<file path="config.mk">
export PLATFORM = sky130hd
export DESIGN_NAME = opm_seq
export DESIGN_NICKNAME = d
export VERILOG_FILES = /design/src/rtl/opm_pkg.sv /design/src/rtl/opm_ramp_step.sv /design/src/rtl/opm_seq.sv
export SDC_FILE = /design/constraint.sdc
export NUM_CORES = 1
export LEC_CHECK = 0
export CAP_MARGIN = 20
export CORE_MARGIN = 8
export CORE_UTILIZATION = 43
export CTS_BUF_LIST = sky130_fd_sc_hd__clkbuf_8
export DETAILED_ROUTE_END_ITERATION = 16
export PLACE_DENSITY = 0.8
export SLEW_MARGIN = 20
export SYNTH_ARGS = -nofsm -noshare
export SYNTH_HDL_FRONTEND = slang
export SYNTH_SLANG_ARGS = --single-unit
</file>
<file path="constraint.sdc">
create_clock -name clk -period 5.2 [get_ports clk]
set_input_delay 0.78 -clock clk [delete_from_list [all_inputs] [get_ports clk]]
set_output_delay 0.78 -clock clk [all_outputs]
set_load 0.01 [all_outputs]
</file>
<file path="src/rtl/opm_pkg.sv">
// Shared definitions for the opm pulse generator and its run-time sequencer.
// State and fault-code encodings are visible on debug ports, so the values are fixed.
package opm_pkg;

    typedef enum logic [2:0] {
        StIdle  = 3'd0,
        StArm   = 3'd1,
        StRamp  = 3'd2,
        StRun   = 3'd3,
        StDrain = 3'd4,
        StFault = 3'd5
    } seq_state_e;

    typedef enum logic [1:0] {
        FltNone = 2'b00,
        FltExt  = 2'b01,
        FltWdog = 2'b10
    } flt_code_e;

    localparam int unsigned CTRL_EN   = 0;
    localparam int unsigned TIME_60US = 2400;

endpackage

</file>
<file path="src/rtl/opm_ramp_step.sv">
// Combinational saturating step of cur toward tgt by at most step; step == 0 jumps to tgt.
// Never overshoots and never wraps, in either direction.
module opm_ramp_step (
    input  logic [15:0] cur,
    input  logic [15:0] tgt,
    input  logic [15:0] step,
    output logic [15:0] nxt,
    output logic        at_tgt
);

    logic        up;
    logic [16:0] diff;

    always_comb begin
        up   = (tgt >= cur);
        diff = up ? ({1'b0, tgt} - {1'b0, cur}) : ({1'b0, cur} - {1'b0, tgt});
        // diff > step guarantees cur +/- step stays strictly between cur and tgt
        if ((step == 16'd0) || (diff <= {1'b0, step})) begin
            nxt = tgt;
        end else if (up) begin
            nxt = cur + step;
        end else begin
            nxt = cur - step;
        end
        at_tgt = (nxt == tgt);
    end

endmodule

</file>
<file path="src/rtl/opm_seq.sv">
// Run-time sequencer for opm: start/stop sequencing, soft-start delay ramp,
// sig_in loss watchdog and latched fault shutdown.
module opm_seq
    import opm_pkg::*;
#(
    parameter logic [23:0] WDOG_CYC = 24'd80000,
    parameter int unsigned SYNC_STG = 2
) (
    input  logic        clk,
    input  logic        rst,
    input  logic        start,
    input  logic        stop,
    input  logic        fault_in,
    input  logic        flt_clr,
    input  logic        sig_in,
    input  logic [15:0] tgt_timer,
    input  logic [15:0] tgt_delay,
    input  logic [15:0] init_delay,
    input  logic [15:0] step,
    output logic [7:0]  ctrl,
    output logic [15:0] timer_val,
    output logic [15:0] delay_time,
    output logic        ramp_done,
    output logic        flt,
    output logic [1:0]  flt_code,
    output logic [2:0]  state
);

    seq_state_e          state_q, state_d;
    flt_code_e           code_q, code_d;
    logic [SYNC_STG-1:0] sync_q;
    logic [1:0]          hist_q;
    logic                rise, fall, rise_q;
    logic [23:0]         wdog_q, wdog_d;
    logic                wdog_run, wdog_hit;
    logic [15:0]         timer_q, timer_d;
    logic [15:0]         delay_q, delay_d;
    logic [15:0]         step_nxt;
    logic                step_at_tgt;

    // Same synchroniser depth and history alignment as opm's own edge detector.
    always_ff @(posedge clk or negedge rst) begin
        if (!rst) begin
            sync_q <= '0;
            hist_q <= 2'b00;
            rise_q <= 1'b0;
        end else begin
            sync_q <= {sync_q[SYNC_STG-2:0], sig_in};
            hist_q <= {hist_q[0], sync_q[SYNC_STG-1]};
            rise_q <= rise;
        end
    end

    assign rise = (hist_q == 2'b01);
    assign fall = (hist_q == 2'b10);

    always_comb begin
        wdog_run = (state_q == StRamp) || (state_q == StRun) || (state_q == StDrain);
        wdog_hit = wdog_run && !rise && !fall && (wdog_q == WDOG_CYC - 24'd1);
        if (!wdog_run || rise || fall) begin
            wdog_d = 24'd0;
        end else begin
            wdog_d = wdog_q + 24'd1;
        end
    end

    opm_ramp_step u_delay_step (
        .cur    (delay_q),
        .tgt    (tgt_delay),
        .step   (step),
        .nxt    (step_nxt),
        .at_tgt (step_at_tgt)
    );

    always_comb begin
        state_d = state_q;
        code_d  = code_q;
        timer_d = timer_q;
        delay_d = delay_q;
        unique case (state_q)
            StIdle: begin
                if (fault_in) begin
                    state_d = StFault;
                    code_d  = FltExt;
                end else if (start && !stop) begin
                    state_d = StArm;
                    timer_d = tgt_timer;
                    delay_d = init_delay;
                end
            end
            StArm: begin
                if (fault_in) begin
                    state_d = StFault;
                    code_d  = FltExt;
                end else if (stop) begin
                    state_d = StIdle;
                end else if (rise) begin
                    state_d = StRamp;
                end
            end
            StRamp, StRun: begin
                if (fault_in) begin
                    state_d = StFault;
                    code_d  = FltExt;
                end else if (wdog_hit) begin
                    state_d = StFault;
                    code_d  = FltWdog;
                end else if (stop) begin
                    state_d = StDrain;
                end else if (rise_q) begin
                    // Update slot: one cycle after the detected rise, never the edge cycle.
                    timer_d = tgt_timer;
                    delay_d = step_nxt;
                    if ((state_q == StRamp) && step_at_tgt) begin
                        state_d = StRun;
                    end
                end
            end
            StDrain: begin
                if (fault_in) begin
                    state_d = StFault;
                    code_d  = FltExt;
                end else if (wdog_hit) begin
                    state_d = StFault;
                    code_d  = FltWdog;
                end else if (fall) begin
                    state_d = StIdle;
                end
            end
            StFault: begin
                if (flt_clr && !fault_in && !start) begin
                    state_d = StIdle;
                    code_d  = FltNone;
                end
            end
            default: begin
                state_d = StIdle;
                code_d  = FltNone;
            end
        endcase
    end

    always_ff @(posedge clk or negedge rst) begin
        if (!rst) begin
            state_q <= StIdle;
            code_q  <= FltNone;
            wdog_q  <= 24'd0;
            timer_q <= 16'd0;
            delay_q <= 16'd0;
        end else begin
            state_q <= state_d;
            code_q  <= code_d;
            wdog_q  <= wdog_d;
            timer_q <= timer_d;
            delay_q <= delay_d;
        end
    end

    // Enable is decoded from the registered state so a fault drops it in the cycle it is taken.
    always_comb begin
        ctrl          = 8'h00;
        ctrl[CTRL_EN] = (state_q == StRamp) || (state_q == StRun) || (state_q == StDrain);
        timer_val     = timer_q;
        delay_time    = delay_q;
        ramp_done     = (state_q == StRun) && (delay_q == tgt_delay);
        flt           = (state_q == StFault);
        flt_code      = code_q;
        state         = state_q;
    end

endmodule

</file>
== Word-level counts from Yosys, hierarchy flattened ==
Cells that the tools add are included.

* Output and inout port bits: 47
* Bits of input ports: 71
* Word-level logic and storage cells: 105
* Bits in registers: 66

* Reduce and logical (&&, ||, !) cells: 28
* Mux-type cells: 38
* Equal/unequal tests: 24
* Magnitude comparators: 2
* $add $sub $neg: 5

{| class="wikitable"
|+ Operator list
! cell !! count
|-
| two-way mux 16 bit || 14
|-
| one-hot mux 16 bit (2 select lines) || 2
|-
| two-way mux 3 bit || 14
|-
| subtractor 16 x 16 -> 17 bit || 2
|-
| equality test 16 bit || 2
|-
| adder 24 x 1 -> 24 bit, second input constant || 1
|-
| equality test 24 x 17 -> 1 bit, second input constant || 1
|-
| two-way mux 24 bit || 1
|-
| less-or-equal comparator 17 x 16 -> 1 bit || 1
|-
| two-way mux 17 bit || 1
|-
| adder 16 bit || 1
|-
| greater-or-equal comparator 16 bit || 1
|-
| zero test 16 bit || 1
|-
| subtractor 16 bit || 1
|-
| one-hot mux 3 bit (5 select lines) || 1
|-
| inequality test 2 bit, second input constant || 6
|-
| inequality test 5 bit, second input constant || 2
|-
| logical AND 1 bit || 8
|-
| two-way mux 2 bit || 4
|-
| inequality test 4 bit, second input constant || 2
|-
| AND reduction 7 bit || 1
|-
| equality test 3 x 2 -> 1 bit, second input constant || 2
|-
| equality test 3 bit, second input constant || 2
|-
| zero test 1 bit || 6
|-
| other kinds (14) || 20
|}

== Depth between registers and ports, before layout ==
Gate-level depths: netlist of run 1.

* Depth in word-level cells: 13
* Depth in mapped cells: 26
* Gate-level depth less buffers: 23

== Modules after synthesis ==
From an unflattened synthesis of run 1, not the netlist that was laid out.

* Cells, all modules: 818
* Area, all modules: 7061.8 um^2

{| class="wikitable"
|+ Modules (own cells, without submodules)
! module !! cells an instance !! times used !! seq. area each (um^2) !! area an instance (um^2)
|-
| opm_seq || 331 || 1 || 1651.6 || 3557.2
|-
| opm_ramp_step || 487 || 1 || 0.0 || 3504.6
|}

== Worst setup path before layout of run 1 ==
Ideal clock, no wire load.

* Path kind: input port to flip-flop
* Start: in tgt_delay[12]
* End: reg state_q[0] (netlist: state[0])
* Arrival: 5572 ps
* Buffers on the path: 4
* Stages: 23
* Library setup time: 66 ps
* Data required time: 5134 ps
* Setup slack: -438 ps
* Cells stage by stage: inv_1 -> ha_1 -> buf_4 -> a21oi_2 -> o21ai_1 -> a211oi_2 -> a21boi_4 -> buf_6 -> buf_2 -> clkbuf_1 -> a21o_1 -> inv_1 -> fa_1 -> nor2b_1 -> o211ai_1 -> nand2_1 -> a31oi_1 -> a311oi_1 -> nor4_1 -> or4_1 -> or4_1 -> o21ai_1 -> a31o_1

* Word-level cells in the longest chain between the ends: 9
* Elaborated cells between the ends (all ways): 12
* Those cells by class: add/sub: 2; order compare: 2; eq/ne: 2; mux: 3; reduce/logical: 3

{| class="wikitable"
|+ RTL lines
! what !! line !! source
|-
| start, declared || opm_seq.sv:17 || <nowiki>input logic [15:0] tgt_delay,</nowiki>
|-
| subtractor 16 x 16 -> 17 bit or greater-or-equal comparator 16 bit (tied branches) || opm_ramp_step.sv:16, opm_ramp_step.sv:15 ||
|-
| two-way mux 17 bit || opm_ramp_step.sv:16 || <nowiki>diff = up ? ({1'b0, tgt} - {1'b0, cur}) : ({1'b0, cur} - {1'b0, tgt});</nowiki>
|-
| less-or-equal comparator 17 x 16 -> 1 bit || opm_ramp_step.sv:18 || <nowiki>if ((step == 16'd0) || (diff <= {1'b0, step})) begin</nowiki>
|-
| logical OR 1 bit || opm_ramp_step.sv:18 ||
|-
| two-way mux 16 bit || opm_ramp_step.sv:18 ||
|-
| equality test 16 bit (*) || opm_ramp_step.sv:25 || <nowiki>at_tgt = (nxt == tgt);</nowiki>
|-
| logical AND 1 bit (*) || opm_seq.sv:114 || <nowiki>if ((state_q == StRamp) && step_at_tgt) begin</nowiki>
|-
| inequality test 5 bit (no source line) (*) || n/a ||
|-
| AND reduction 6 bit (no source line) (*) || n/a ||
|-
| end signal, assigned || opm_seq.sv:145 || <nowiki>state_q <= StIdle;</nowiki>
|-
| end signal, assigned || opm_seq.sv:151 || <nowiki>state_q <= state_d;</nowiki>
|-
| end, declared || opm_seq.sv:29 || <nowiki>seq_state_e state_q, state_d;</nowiki>
|}

Mark *: on every way between the ends. The rest lies on a longest branch, timed or not.
A chain may end at the register's enable or synchronous reset.

== Worst setup path in the final report of run 1 ==
* Start: in tgt_delay[14]
* End: reg delay_q[1] (netlist: delay_time[1])

* Word-level cells in the longest chain between the ends: 10
* Elaborated cells between the ends (all ways): 13
* Those cells by class: add/sub: 2; order compare: 2; mux: 8; reduce/logical: 1

{| class="wikitable"
|+ RTL lines
! what !! line !! source
|-
| subtractor 16 x 16 -> 17 bit or greater-or-equal comparator 16 bit (tied branches) || opm_ramp_step.sv:16, opm_ramp_step.sv:15 ||
|-
| two-way mux 17 bit || opm_ramp_step.sv:16 ||
|-
| less-or-equal comparator 17 x 16 -> 1 bit || opm_ramp_step.sv:18 ||
|-
| logical OR 1 bit || opm_ramp_step.sv:18 ||
|-
| two-way mux 16 bit (*) || opm_ramp_step.sv:18 ||
|-
| two-way mux 16 bit (*) || opm_seq.sv:110 || <nowiki>end else if (rise_q) begin</nowiki>
|-
| two-way mux 16 bit (*) || opm_seq.sv:108 || <nowiki>end else if (stop) begin</nowiki>
|-
| two-way mux 16 bit (*) || opm_seq.sv:105 || <nowiki>end else if (wdog_hit) begin</nowiki>
|-
| two-way mux 16 bit (*) || opm_seq.sv:102 || <nowiki>if (fault_in) begin</nowiki>
|-
| one-hot mux 16 bit (2 select lines) (*) || opm_seq.sv:80 || <nowiki>unique case (state_q)</nowiki>
|-
| end signal, assigned || opm_seq.sv:155 || <nowiki>delay_q <= delay_d;</nowiki>
|-
| end, declared || opm_seq.sv:37 || <nowiki>logic [15:0] delay_q, delay_d;</nowiki>
|}

Mark *: on every way between the ends. The rest lies on a longest branch, timed or not. The select of a mux whose other input is x is not followed.

==> summary.txt, run 1 <==
Route
  – Via density: 5.615
  – Drt total wl: 22.51 mm
  – WL per Instance: 17.93 µm
  – Antenna-violating nets left: 0
  – Drt first pass iters: 5
  – Initial DRC count: 553
  – Residual DRC count: 0
  – Via count: 7047

Clock tree
  – Clk buf depth: 2
  – Clock net sink count: 66
  – CTS Root Buffer Type: clkbuf_8
  – TritonCTS clock tree: built
  – Clk Latency, worst-skew pair: around 0.35 ns
  – Htree depth: 3
  – Hold buffer count at cts: 0
  – Reg clk slew, reported paths: 0.08 ns
  – CTS buffer count: 9

Cells and area
  – P&R area growth vs syn: 51.43%
  – FF/Latch Area: 1652 µm²
  – Filler cells: 1130
  – Fin cells: 1255
  – Layout cells sized above 1: 29.05%
  – N_diodes: 0
  – Final #Nets: 1201
  – Area occupied by multi-input gates: between 5000 and 6000 µm²

Logic synthesis
  – Cell variety after synth: 74
  – Primary FF master, synth: dfrtp_1
  – Ys async rst share: 100.0%
  – Mapped Cells: 797
  – Synth Area per Inst: approximately 8.3 µm²
  – EDFF count, synth: 0
  – Synth warn: 0
  – Cell area after synthesis: 6590 µm²
  – Flops & latches, synth: 66
  – Sequential fraction of the synthesis area: between 20 and 30%

Floorplanning
  – Rows: 45
  – Die area: ~20000 µm²
  – Die X: 139.8 µm
  – Die span in y: 139.8 µm
  – Starting Density: between 40% and 50%
  – # IOs: 118
  – Core Region: roughly 15000 µm²

Worst setup path
  – Startpoint type of the worst setup path: primary input
  – Worst path required time: 5.47 ns
  – Critical-path maximum fanout: 6
  – Crit Path Category: in -> reg
  – Worst path arrival time: 5.33 ns
  – Critical path endpoint category: flop

STA
  – Final hold viol count: 0
  – Worst slew pin tran: ~0.87 ns
  – Max Slew Vio Count: 0
  – Max-slew headroom: 42.28%
  – Setup Skew: 0.01313 ns
  – Fin crit share: 97.45%
  – Max Clock Freq: 0.1973 GHz
  – Minimum clock period: ~5 ns
  – Hold Slack: 0.3591 ns
  – # setup viols final: 0

Outcome
  – Status: finished clean

Power
  – LEAKAGE: about 4.8 nW
  – PD cells: 858.4 nW/µm²
  – Peak VDD IR: 426.8 µV

GRT
  – Initial antenna violation count: 0
  – Vias in the first global route: 7102
  – Pin count of the biggest net entering global routing: 67
  – Gr usage total: a little over a fifth
  – First-pass GRT wire length: 35.00 mm
  – Gr ovfl total: 0

Placed design
  – HPWL after DPL: about 16 mm
  – Port Buf Inserts: 110
  – Placed Cells: 1212
  – RD Place Congestion: 0.9366

Hold path
  – Worst hold path class: reg -> reg

Run
  – Max-Cap Viols: 0
-- state kept, by name, summed over array words and instances (netlist names) --
| register | cells |
|---|---|
| delay_time | 16 |
| flt_code | 2 |
| hist_q | 2 |
| rise_q | 1 |
| state | 3 |
| sync_q | 2 |
| timer_val | 16 |
| wdog_q | 24 |
-- metrics by stage --
step                setup TNS [ns]  instance area, µm²  power, mW  util, %  worst slack [ns]
floorplan                        0                6655      4.372        -           0.01367
global placement            -6.821                8887      6.523    58.90           -0.4940
detailed placement          -8.818                8887      6.659    58.90           -0.6281
CTS                              0                9583      7.918    63.51          0.002574
global route               -0.1251                9980      9.093    66.14          -0.03988
finish                           0                9980      8.566    66.14            0.1325
-- critical path: stages --
cell and delay [ns]:
dlymetal6s2s_1 0.14, buf_4 0.16, ha_1 0.21, a21o_1 0.16, a21o_1 0.23, a211oi_4 0.21
a21boi_4 0.36, buf_6 0.15, buf_6 0.11, o2111ai_4 0.14, buf_6 0.16, a31oi_4 0.18
nor2_2 0.07, xnor2_2 0.15, ha_1 0.33, nand4_1 0.17, buf_4 0.17, buf_4 0.12
o221ai_2 0.13, o311a_1 0.23, inv_2 0.05, a21boi_4 0.21, buf_12 0.17, mux2_2 0.37
o221ai_2 0.18
-- cell usage after synthesis, types with 4 or more instances --
cell       n  area [µm²]
nand2_1   94       352.8
o21ai_0   24       120.1
a21o_1    24       180.2
o221ai_1  17       148.9
o21a_1     5       37.54
and4_1     4       35.03
mux2i_1   19       190.2
a21oi_1   39       195.2
o21ai_1    5       25.02
inv_1     69       259.0
clkbuf_1  13       48.80
buf_2     10       50.05
or2_2      4       25.02
and3_1    12       75.07
a31oi_1   12       75.07
xor2_1    25       219.0
nor4_1     6       37.54
or3_1      6       37.54
nand3_1   39       195.2
ha_1      65       813.3
buf_4     11       82.58
o211ai_1   6       45.04
a31o_2     4       35.03
nor2b_1    6       37.54
nor3_1     9       45.04
nor2_1    58       217.7
nand4_1    9       56.30
dfrtp_1   66        1652
xnor2_1   53       464.2
-- logic make-up after synthesis --
logic type	synth area share, %
and+or+nand+nor	20.03
DFF	25.06
buffers and inverters	7.500
other	0.05690
muxes	3.569
adders and majority gates	13.25
xor gates and xnor gates	11.05
AOI/OAI and AO/OA	19.48
-- final timing paths --
kind	slack, ns	cells after the start	from	end
worst max-delay path	0.13	25	tgt_delay[14]	delay_time[1]$_DFFE_PN0P_
worst min-delay path	0.36	0	sync_q[0]$_DFF_PN0_	sync_q[1]$_DFF_PN0_
worst max register to register	0.18	24	delay_time[1]$_DFFE_PN0P_	delay_time[1]$_DFFE_PN0P_
worst min register to register	0.36	0	sync_q[0]$_DFF_PN0_	sync_q[1]$_DFF_PN0_
max in group asynchronous	4.03	2	rst	wdog_q[23]$_DFF_PN0_
min in group asynchronous	0.60	2	rst	timer_val[6]$_DFFE_PN0P_
-- repair_timing --
item,CTS,global route
pin swaps,40,40
hold endpoints to repair,0,0
setup endpoints to repair,17,17
cloned,1,0
setup buffers,15,11
gates resized for setup,54,85
-- where the power goes --
group          internal (mW)  switching (mW)
registers              0.653           0.193
clock network          0.275           0.224
logic                   3.83            3.39
-- cell usage in the layout (no fill, tap or decap), types with 8 or more instances in the layout --
master | Yosys | final
inv_2 | 0 | 12
mux2i_1 | 19 | 14
dlymetal6s2s_1 | 0 | 16
xor2_1 | 25 | 24
a21oi_1 | 39 | 32
o21ai_0 | 24 | 18
and3_1 | 12 | 11
buf_6 | 2 | 8
nand3_1 | 39 | 36
nand4_1 | 9 | 9
ha_2 | 0 | 9
clkdlybuf4s50_1 | 0 | 93
ha_1 | 65 | 41
xnor2_1 | 53 | 47
clkbuf_8 | 0 | 9
nand2_1 | 94 | 90
ha_4 | 0 | 15
inv_1 | 69 | 57
dfrtp_1 | 66 | 66
a21o_1 | 24 | 24
buf_4 | 11 | 165
nor2_1 | 58 | 55
o221ai_1 | 17 | 15
-- per-layer routing --
metal	up-vias	GRT usage, %	wire (µm)
met5	-	0	0
met4	0	8.057	830
met2	270	37.88	10980
met1	3382	26.95	9392
li1	3323	-	-
met3	72	2.702	1301
-- final cells by class --
cell class | count | share of cell area [%]
timing repair buffer | 288 | 25.75
inverter | 69 | 2.595
sequential | 66 | 16.55
multi-input combinational | 628 | 50.50
clock inverter | 7 | 1.003
tap | 188 | 2.357
clock buffer | 9 | 1.241
No activity file was read; power rests on OpenSTA's default activity.
==> run 2, diff against run 1 <==
--- a/config.mk
+++ b/config.mk
@@ -5,12 +5,13 @@
 export SDC_FILE = /design/constraint.sdc
 export NUM_CORES = 1
 export LEC_CHECK = 0
-export CAP_MARGIN = 20
+export CELL_PAD_IN_SITES_DETAIL_PLACEMENT = 0
+export CELL_PAD_IN_SITES_GLOBAL_PLACEMENT = 1
 export CORE_MARGIN = 8
-export CORE_UTILIZATION = 43
+export CORE_UTILIZATION = 37
 export CTS_BUF_LIST = sky130_fd_sc_hd__clkbuf_8
 export DETAILED_ROUTE_END_ITERATION = 16
-export PLACE_DENSITY = 0.8
+export PLACE_DENSITY = 0.89
 export SLEW_MARGIN = 20
 export SYNTH_ARGS = -nofsm -noshare
 export SYNTH_HDL_FRONTEND = slang
==> run 2 against run 1 <==
First-iteration DRC count fell by 24%. Sequential cell count did not move. Hold slack improved by 0.0096 ns. Sequential power barely moved. Maximum frequency rose by 0.14%. Global-route usage fell by 3.0 points. Largest cell class unchanged. Clock-buffer cell count rose by 2. Power fell by 5.8%. Cell area fell by 1.4%. Sequential share of layout area rose by 0.24 points. Clock skew barely moved. Die area rose by 14%.
==> summary.txt, run 2 (synthesis results as in run 1) <==
GRT
  – First-pass GRT wire length: 33.76 mm (was 35.00 mm)
  – Initial antenna violation count: 0 (unchanged)
  – Pin count of the biggest net entering global routing: 67 (unchanged)
  – Gr usage total: 18.78% (was 21.76%)
  – Vias in the first global route: 6650 (was 7102)
  – Gr ovfl total: 0 (unchanged)

STA
  – # setup viols final: 0 (unchanged)
  – Setup Skew: 0.01266 ns (was 0.01313 ns)
  – Max Slew Vio Count: 0 (unchanged)
  – Max Clock Freq: 0.1976 GHz (was 0.1973 GHz)
  – Max-slew headroom: 41.28% (was 42.28%)
  – Worst slew pin tran: 0.8807 ns (was 0.8658 ns)
  – Fin crit share: 97.31% (was 97.45%)
  – Final hold viol count: 0 (unchanged)
  – Minimum clock period: 5.060 ns (was 5.068 ns)

Worst setup path
  – Worst Setup EP: state[0]$_DFFE_PN0P_ (was delay_time[1]$_DFFE_PN0P_)
  – Critical path endpoint category: flop (unchanged)
  – Reg2Reg Setup Slack: 0.28 ns (was 0.18 ns)
  – Worst path required time: 5.49 ns (was 5.47 ns)
  – RR Endpoint: state[0]$_DFFE_PN0P_ (was delay_time[1]$_DFFE_PN0P_)
  – Critical-path maximum fanout: 7 (was 6)
  – Startpoint type of the worst setup path: primary input (unchanged)
  – Crit Path Category: in -> reg (unchanged)
  – Reg2reg path depth: 20 (was 24)
  – Critical path origin: tgt_delay[11] (was tgt_delay[14])
  – FF-to-FF Start: delay_time[1]$_DFFE_PN0P_ (unchanged)
  – Worst path arrival time: 5.35 ns (was 5.33 ns)

Floorplanning
  – Die area: 22340 µm² (was 19540 µm²)
  – Core Region: 17720 µm² (was 15090 µm²)
  – # IOs: 118 (unchanged)
  – Die X: 149.5 µm (was 139.8 µm)
  – Die span in y: 149.5 µm (was 139.8 µm)
  – Starting Density: 37.19% (was 43.67%)
  – Rows: 49 (was 45)

Route
  – Residual DRC count: 0 (unchanged)
  – Initial DRC count: 423 (was 553)
  – WL per Instance: 16.81 µm (was 17.93 µm)
  – Drt first pass iters: 5 (unchanged)
  – Via count: 6761 (was 7047)
  – Via density: 5.266 (was 5.615)
  – Antenna-violating nets left: 0 (unchanged)
  – Drt total wl: 21.58 mm (was 22.51 mm)

Cells and area
  – Post-layout util: 55.53% (was 66.14%)
  – Most common library cell in the layout ignoring fill and taps: buf_4 (unchanged)
  – Final Cell Area: 9838 µm² (was 9980 µm²)
  – N_diodes: 0 (unchanged)
  – P&R area growth vs syn: 49.29% (was 51.43%)
  – Most frequent cells in the layout: buf_4, clkdlybuf4s50_1, nand2_1 (unchanged)
  – Fin cells: 1284 (was 1255)
  – Final #Nets: 1189 (was 1201)
  – Most flops, register: wdog_q (unchanged)
  – Layout cells sized above 1: 27.01% (was 29.05%)
  – Filler cells: 1614 (was 1130)
  – Max reg flops: 24 (unchanged)

Clock tree
  – Clock net sink count: 66 (unchanged)
  – Htree depth: 3 (unchanged)
  – Reg clk slew, reported paths: 0.08 ns (about the same)
  – CTS Root Buffer Type: clkbuf_8 (unchanged)
  – TritonCTS clock tree: built (unchanged)
  – Clk buf depth: 2 (unchanged)
  – Clk Latency, worst-skew pair: 0.35 ns (about the same)
  – CTS buffer count: 9 (unchanged)

Power
  – LEAKAGE: 4.641 nW (was 4.754 nW)
  – Peak VDD IR: 472.3 µV (was 426.8 µV)
  – PD cells: 819.9 nW/µm² (was 858.4 nW/µm²)
  – PnR Total Power: 8.067 mW (was 8.566 mW)

Placed design
  – Placed Cells: 1252 (was 1212)
  – HPWL after DPL: 16.45 mm (was 16.43 mm)
  – Port Buf Inserts: 110 (unchanged)
  – Area after DPL: 8931 µm² (was 8887 µm²)
  – RD Place Congestion: 0.9519 (was 0.9366)

Hold path
  – Worst hold path class: reg -> reg (unchanged)
  – Cell depth of the worst hold path: 0 (unchanged)
  – Hold path startpoint: sync_q[1]$_DFF_PN0_ (was sync_q[0]$_DFF_PN0_)

Run
  – Max-Cap Viols: 0 (unchanged)

Outcome
  – Status: finished clean (unchanged)
[run 2: layout make-up]
cell class	instances	area [µm²]	area share [%]
multi-input cells	628	5004	50.86
well taps	229	286.5	2.912
clock inverters	5	53.80	0.5469
clock buffers	11	151.4	1.539
flip-flops and latches	66	1652	16.79
inverters	69	259.0	2.633
repair buffers	276	2432	24.72
[run 2: how the worst min path moves through the flow]
stage          slack [ns]             endpoint
2_1_floorplan        0.33  hist_q[0]$_DFF_PN0_
3_3_place_gp         0.33  sync_q[1]$_DFF_PN0_
3_5_place_dp         0.35  hist_q[0]$_DFF_PN0_
4_1_cts              0.37  hist_q[0]$_DFF_PN0_
5_1_grt              0.38  hist_q[0]$_DFF_PN0_
6_report             0.37  hist_q[0]$_DFF_PN0_
[run 2: worst max-delay path: stages]
cell	delay (ns)
dlygate4sd2_1	0.26
buf_4	0.14
ha_2	0.20
a21oi_2	0.19
o21ai_1	0.10
a211oi_2	0.26
a21boi_4	0.40
buf_6	0.18
o21ai_0	0.10
xnor2_1	0.36
ha_1	0.35
buf_4	0.18
xor2_1	0.19
nand2_1	0.08
o21ai_0	0.10
o311a_1	0.21
nand4_1	0.09
or4_4	0.42
or4_4	0.44
o21ai_4	0.16
a31o_1	0.14
[run 2: where the power goes]
| group | internal (mW) | leakage [nW] | switching (mW) | total (mW) |
|---|---|---|---|---|
| clock | 0.245 | 0.103 | 0.208 | 0.453 |
| combinational | 3.57 | 3.69 | 3.20 | 6.77 |
| sequential | 0.653 | 0.851 | 0.192 | 0.845 |
[run 2: layer usage]
| layer | wire length (µm) | share of wire, % | track usage, % |
|---|---|---|---|
| met5 | 0 | 0 | 0 |
| met4 | 577 | 2.7 | 5.351 |
| met3 | 1328 | 6.2 | 3.931 |
| met1 | 9583 | 44 | 24.15 |
| met2 | 10100 | 47 | 31.10 |
[run 2: stage by stage]
| step | setup TNS, ns | hold WS [ns] | setup slack [ns] |
|---|---|---|---|
| final | 0 | 0.3686 | 0.1397 |
| after floorplan | 0 | 0.3312 | 0.01367 |
| after global routing | -0.006945 | 0.3831 | -0.006945 |
| after global placement | -9.044 | 0.3321 | -0.6318 |
| after detailed placement | -10.08 | 0.3496 | -0.7079 |
| after CTS | 0 | 0.3738 | 0.002845 |
[run 2: repair_timing]
action                                  in CTS  in global routing
cloned                                       1                  0
buffers inserted                             8                  7
hold buffers                                 0                  0
endpoints found under the setup margin      17                 17
pin swaps                                   21                 43
resized for setup                           46                 78
